### src/rtl/alu_pkg.sv
// Shared ALU definitions: sequencer states, nibble width, default datapath width.
// Pure declarations; no logic or latency of its own.
// No handshake; consumers own their flow control.
package alu_pkg;

  typedef enum logic {IDLE, CALC} state_t;

  localparam int NIBBLE_W = 4;
  localparam int DATA_W   = 16;

  // Nibble-index counter width for a given number of steps (at least one bit).
  function automatic int idx_w(input int steps);
    return (steps > 1) ? $clog2(steps) : 1;
  endfunction

  localparam int K_W = idx_w(DATA_W / NIBBLE_W);

endpackage

### src/rtl/sub4bit.sv
// 4-bit borrow-lookahead subtractor: {bo, d4} = a4 - b4 - bi.
// Purely combinational, zero cycles.
// No handshake; evaluated whenever the operands change.
import alu_pkg::*;

module sub4bit (
  input  logic [NIBBLE_W-1:0] a4,
  input  logic [NIBBLE_W-1:0] b4,
  input  logic                bi,
  output logic [NIBBLE_W-1:0] d4,
  output logic                bo
);

  logic [NIBBLE_W-1:0] g;
  logic [NIBBLE_W-1:0] p;
  logic [NIBBLE_W:0]   c;

  // Generate: this bit borrows on its own. Propagate: an incoming borrow passes through.
  assign g = ~a4 & b4;
  assign p = ~(a4 ^ b4);

  // Flattened lookahead so every borrow depends only on g, p and bi.
  assign c[0] = bi;
  assign c[1] = g[0] | (p[0] & bi);
  assign c[2] = g[1] | (p[1] & g[0]) | (p[1] & p[0] & bi);
  assign c[3] = g[2] | (p[2] & g[1]) | (p[2] & p[1] & g[0]) | (p[2] & p[1] & p[0] & bi);
  assign c[4] = g[3] | (p[3] & g[2]) | (p[3] & p[2] & g[1]) | (p[3] & p[2] & p[1] & g[0])
              | (p[3] & p[2] & p[1] & p[0] & bi);

  assign d4 = a4 ^ b4 ^ c[NIBBLE_W-1:0];
  assign bo = c[NIBBLE_W];

endmodule

### src/rtl/sub16_seq.sv
// Sequential W-bit subtractor a - b - bin, one nibble per clock LSB first; flags enabled by SUB16_FLAGS_EN.
// Latency N=W/4 cycles from accept to the one-cycle done pulse; new op every N+1 edges.
// ready is high only in IDLE; start while busy is ignored (no queueing).
import alu_pkg::*;

module sub16_seq #(
  parameter int W = DATA_W
) (
  input  logic         clk,
  input  logic         rst,
  input  logic         start,
  output logic         ready,
  input  logic [W-1:0] a,
  input  logic [W-1:0] b,
  input  logic         bin,
  output logic [W-1:0] diff,
  output logic         bout,
  output logic         done,
  output logic         zf,
  output logic         nf,
  output logic         vf
);

  localparam int N  = W / NIBBLE_W;
  localparam int KW = idx_w(N);
  localparam logic [KW-1:0] K_LAST = KW'(N - 1);

  state_t                           state;
  logic [KW-1:0]                    k;
  logic [N-1:0][NIBBLE_W-1:0]       a_r;
  logic [N-1:0][NIBBLE_W-1:0]       b_r;
  logic [N-1:0][NIBBLE_W-1:0]       part_r;
  logic [N-1:0][NIBBLE_W-1:0]       part_next;
  logic                             br;
  logic [NIBBLE_W-1:0]              d4;
  logic                             bo;

  assign ready = (state == IDLE);

  // One nibble stage shared by all steps; k selects which nibble it sees.
  sub4bit u_nib (
    .a4 (a_r[k]),
    .b4 (b_r[k]),
    .bi (br),
    .d4 (d4),
    .bo (bo)
  );

  // Partial result with the current nibble merged, so completion captures all N nibbles.
  always_comb begin
    part_next    = part_r;
    part_next[k] = d4;
  end

  // Sequencer: latch operands on accept, step one nibble per edge, publish at the last step.
  always_ff @(posedge clk or negedge rst) begin
    if (!rst) begin
      state  <= IDLE;
      k      <= '0;
      a_r    <= '0;
      b_r    <= '0;
      part_r <= '0;
      br     <= 1'b0;
      diff   <= '0;
      bout   <= 1'b0;
      done   <= 1'b0;
    end else begin
      done <= 1'b0;
      case (state)
        IDLE: begin
          if (start) begin
            a_r    <= a;
            b_r    <= b;
            br     <= bin;
            part_r <= '0;
            k      <= '0;
            state  <= CALC;
          end
        end
        CALC: begin
          part_r[k] <= d4;
          br        <= bo;
          k         <= k + 1'b1;
          if (k == K_LAST) begin
            diff  <= part_next;
            bout  <= bo;
            done  <= 1'b1;
            k     <= '0;
            state <= IDLE;
          end
        end
        default: state <= IDLE;
      endcase
    end
  end

`ifdef SUB16_FLAGS_EN
  // Status flags captured at the same completion edge as diff; a_r/b_r still hold the operands.
  always_ff @(posedge clk or negedge rst) begin
    if (!rst) begin
      zf <= 1'b0;
      nf <= 1'b0;
      vf <= 1'b0;
    end else if (state == CALC && k == K_LAST) begin
      zf <= (part_next == '0);
      nf <= part_next[N-1][NIBBLE_W-1];
      vf <= (a_r[N-1][NIBBLE_W-1] != b_r[N-1][NIBBLE_W-1]) &&
            (part_next[N-1][NIBBLE_W-1] != a_r[N-1][NIBBLE_W-1]);
    end
  end
`else
  assign zf = 1'b0;
  assign nf = 1'b0;
  assign vf = 1'b0;
`endif

endmodule

### config.mk
export PLATFORM = sky130hd
export DESIGN_NAME = sub16_seq
export DESIGN_NICKNAME = d
export VERILOG_FILES = /design/src/rtl/alu_pkg.sv /design/src/rtl/sub4bit.sv /design/src/rtl/sub16_seq.sv
export SDC_FILE = /design/constraint.sdc
export NUM_CORES = 1
export LEC_CHECK = 0
export CAP_MARGIN = 20
export CORE_MARGIN = 2
export CORE_UTILIZATION = 52
export DETAILED_ROUTE_END_ITERATION = 16
export PLACE_DENSITY = 0.91
export SYNTH_ARGS = -nofsm -noshare
export SYNTH_HDL_FRONTEND = slang
export SYNTH_SLANG_ARGS = --single-unit
export TNS_END_PERCENT = 50
### constraint.sdc
create_clock -name clk -period 2.75 [get_ports clk]
set_input_delay 0.55 -clock clk [delete_from_list [all_inputs] [get_ports clk]]
set_output_delay 0.55 -clock clk [all_outputs]
set_load 0.03 [all_outputs]
==> results.toml, run 1 <==
[yosys]
yosysSeqAreaShare = 0.530
synth_top_family_by_area = "simple AND/OR/NAND/NOR gates"
async_flop_share = 1.00
synth-edff-count = 0
netlist_area_mm2 = 0.00312
netlist_instances = 321
synth_warnings = 0
synth_commonest_cells = "nand2_1, dfrtp_1, nor2_1"
synth_area_leader_cell = "dfrtp_1"
ys_types = 35
synth_seq_cells = 66
post_synth_and_or_nand_nor_area_fraction = 0.193
postSynthAreaPerCell_um2 = 9.71
yosysMostFrequentCell = "nand2_1"
synthTopCellsByArea = "dfrtp_1, nand2_1, mux4_2, ha_1, o21ai_0"
synth_adder_area_share = 0.0385
synthXorXnorAreaFrac = 0.00281
synth_compound_area_frac = 0.109
muxShareOfSynthArea = 0.0746
synth_top_area_share = 0.530
ys.flop_type = "dfrtp_1"

[cells_and_area]
seq_area_mm2 = 0.00165
layout-drive-gt1-share = 0.108
multi_input_area_mm2 = 0.00131
antenna_cells = 0
syn_to_final_growth_pct = 25.0
final_util = 0.666
finalNetCount = 420
nFillCells = 444
postLayoutCellArea_mm2 = 0.00390

[clock_network]
ctsHoldBuffers = 0
clockBufferDepth = 2
cts_tree = "built"
cts_setup_buffers = 0
cts.sink_count = 66
cts_resized = 0
clk_latency_ns = 0.35
cts_buffers = 9
clk_pin_slew_ns = 0.07
cts_root_buf = "clkbuf_8"
h-tree-depth = 3

[run_status]
status = "completed"

[power_and_ir_drop]
ir_drop_mv = 0.830
p_leak_nw = 1.88
cellPowerDensity_mw_per_mm2 = 1410

[timing]
post-route-period-util = 0.887
worst_slack_ns = 0.310
slew_viol_final = 0
tns_ns = 0
relSlewSlack = 0.545
setup_viol = 0
tightest_slew_ns = 0.683
fin_crit_ns = 2.44
hold_viol_final = 0
clock.fmax_mhz = 410
rsz0062_at_grt = "no"
fin_worst_hold_slack_ns = 0.235
finClkSkew_ns = 0.00997

[worst_setup_path]
r2r_cells = 8
r2r-start = "k[0]$_DFFE_PN0P_"
rr_endpoint = "part_r[6]$_DFFE_PN0P_"
cp-start-kind = "flip-flop"
crit_fanout = 6
cp.arrival_ns = 2.69
reg2reg_slack_ns = 0.31
worstPathRequired_ns = 3.00
criticalPathCategory = "reg2reg"
critPathCaptureType = "flip-flop"

[routing]
postRouteAntennaNets = 0
via_count = 2439
drt_iter0_drc = 211
drc = 0
firstDrtPassIters = 5
wl_per_cell_um = 14.0
routed_wl_um = 6380
vias_per_cell = 5.36

[global_routing]
antenna_found_initial = 0
grt_pass1_wl_um = 10700
grt-busiest-layer = "met2"
grt_use_met2 = 0.350
grt_max_degree = 38
grt_pass1_vias = 2379
grt_use_total = 0.214
grt.met1_usage = 0.264
globalRouteOverflowTotal = 0
met3_usage = 0.0582

[die]
coreArea_mm2 = 0.00585
start_util = 0.533
die_area_mm2 = 0.00663
die_w_um = 81.4
rows = 28
die_h_um = 81.4
boundaryPins = 58

[placement]
dp_hpwl_um = 4530
numPortBuffers = 54
gp_congestion = 0.822
place_ws_ns = 0.357
placed_area_mm2 = 0.00371

[min_path]
hp-class = "in2async"

[flow_run]
max-cap-violations = 0
[layout make-up]
type / count / area share
Timing Repair Buffer: 62 / 0.156
Tap cell: 75 / 0.0241
Sequential cell: 66 / 0.424
Multi-Input combinational cell: 224 / 0.337
Clock buffer: 11 / 0.0337
Inverter: 12 / 0.0116
Clock inverter: 5 / 0.0141
[layout by cell type, fill, tap and decap left out, types with 4 or more instances in the layout]
cell type,Yosys,routed
nand2_1,126,126
nor2_1,13,13
buf_4,4,7
clkdlybuf4s50_1,0,53
mux4_2,8,8
clkbuf_8,0,9
o31ai_1,7,7
inv_1,12,12
and3_1,4,4
o21ai_0,12,12
a21oi_1,7,7
dfrtp_1,66,66
a21o_1,4,4
ha_1,8,8
nor3b_1,4,4
[cell families after synthesis]
family | count (synthesis)
DFF | 66
buffers and inverters | 33
AOI/OAI and AO/OA | 48
and+or+nand+nor | 150
other | 1
muxes | 13
xor gates and xnor gates | 1
adders and majority gates | 9
[where the power goes]
group	total, W	switching [W]	internal [W]
logic	0.00302	0.00174	0.00128
registers	0.00170	0.000272	0.00142
clock network	0.000776	0.000361	0.000416
[worst max-delay path, cell delays in order (launching register included)]
cell and delay (ns):
dfrtp_1 0.36, buf_4 0.17, mux4_2 0.49, inv_1 0.11, ha_1 0.25, a21o_1 0.21
a211o_1 0.35, and2_4 0.18, a311oi_2 0.25
[per-layer routing]
| metal | up-vias | part of all wire | wire (um) |
|---|---|---|---|
| li1 | 1169 | - | - |
| met1 | 1159 | 0.42 | 2690 |
| met2 | 97 | 0.49 | 3110 |
| met3 | 14 | 0.072 | 457 |
| met4 | 0 | 0.020 | 126 |
| met5 | - | 0 | 0 |
[registers in the layout (all words and copies together), names as in the netlist]
name	flops
b_r	16
state	1
diff	16
bout	1
done	1
br	1
part_r	12
a_r	16
k	2
[worst max-delay path by stage]
stage          slack [ns]                      to              from  depth (start not counted)
6_report             0.31   part_r[6]$_DFFE_PN0P_  k[0]$_DFFE_PN0P_                          8
5_1_grt              0.13     diff[2]$_DFFE_PN0P_  k[0]$_DFFE_PN0P_                          8
4_1_cts              0.30   part_r[6]$_DFFE_PN0P_  k[0]$_DFFE_PN0P_                          8
3_5_place_dp         0.36    diff[11]$_DFFE_PN0P_  k[0]$_DFFE_PN0P_                          7
3_3_place_gp         0.41     diff[2]$_DFFE_PN0P_  k[0]$_DFFE_PN0P_                          8
2_1_floorplan        0.25  part_r[10]$_DFFE_PN0P_  k[0]$_DFFE_PN0P_                          8
[per-stage QoR]
stage          power (W)  cells
5_1_grt          0.00590    455
2_1_floorplan    0.00387    323
3_3_place_gp     0.00456    439
3_5_place_dp     0.00471    439
4_1_cts          0.00552    455
6_report         0.00549    455
Power figures use the tool's default switching activity.
==> run 2, diff against run 1 <==
CTS_CLUSTER_SIZE = 25   (was unset)
==> results of run 2 <==
The final DEF is identical to that of run 1; final timing and power are the same.
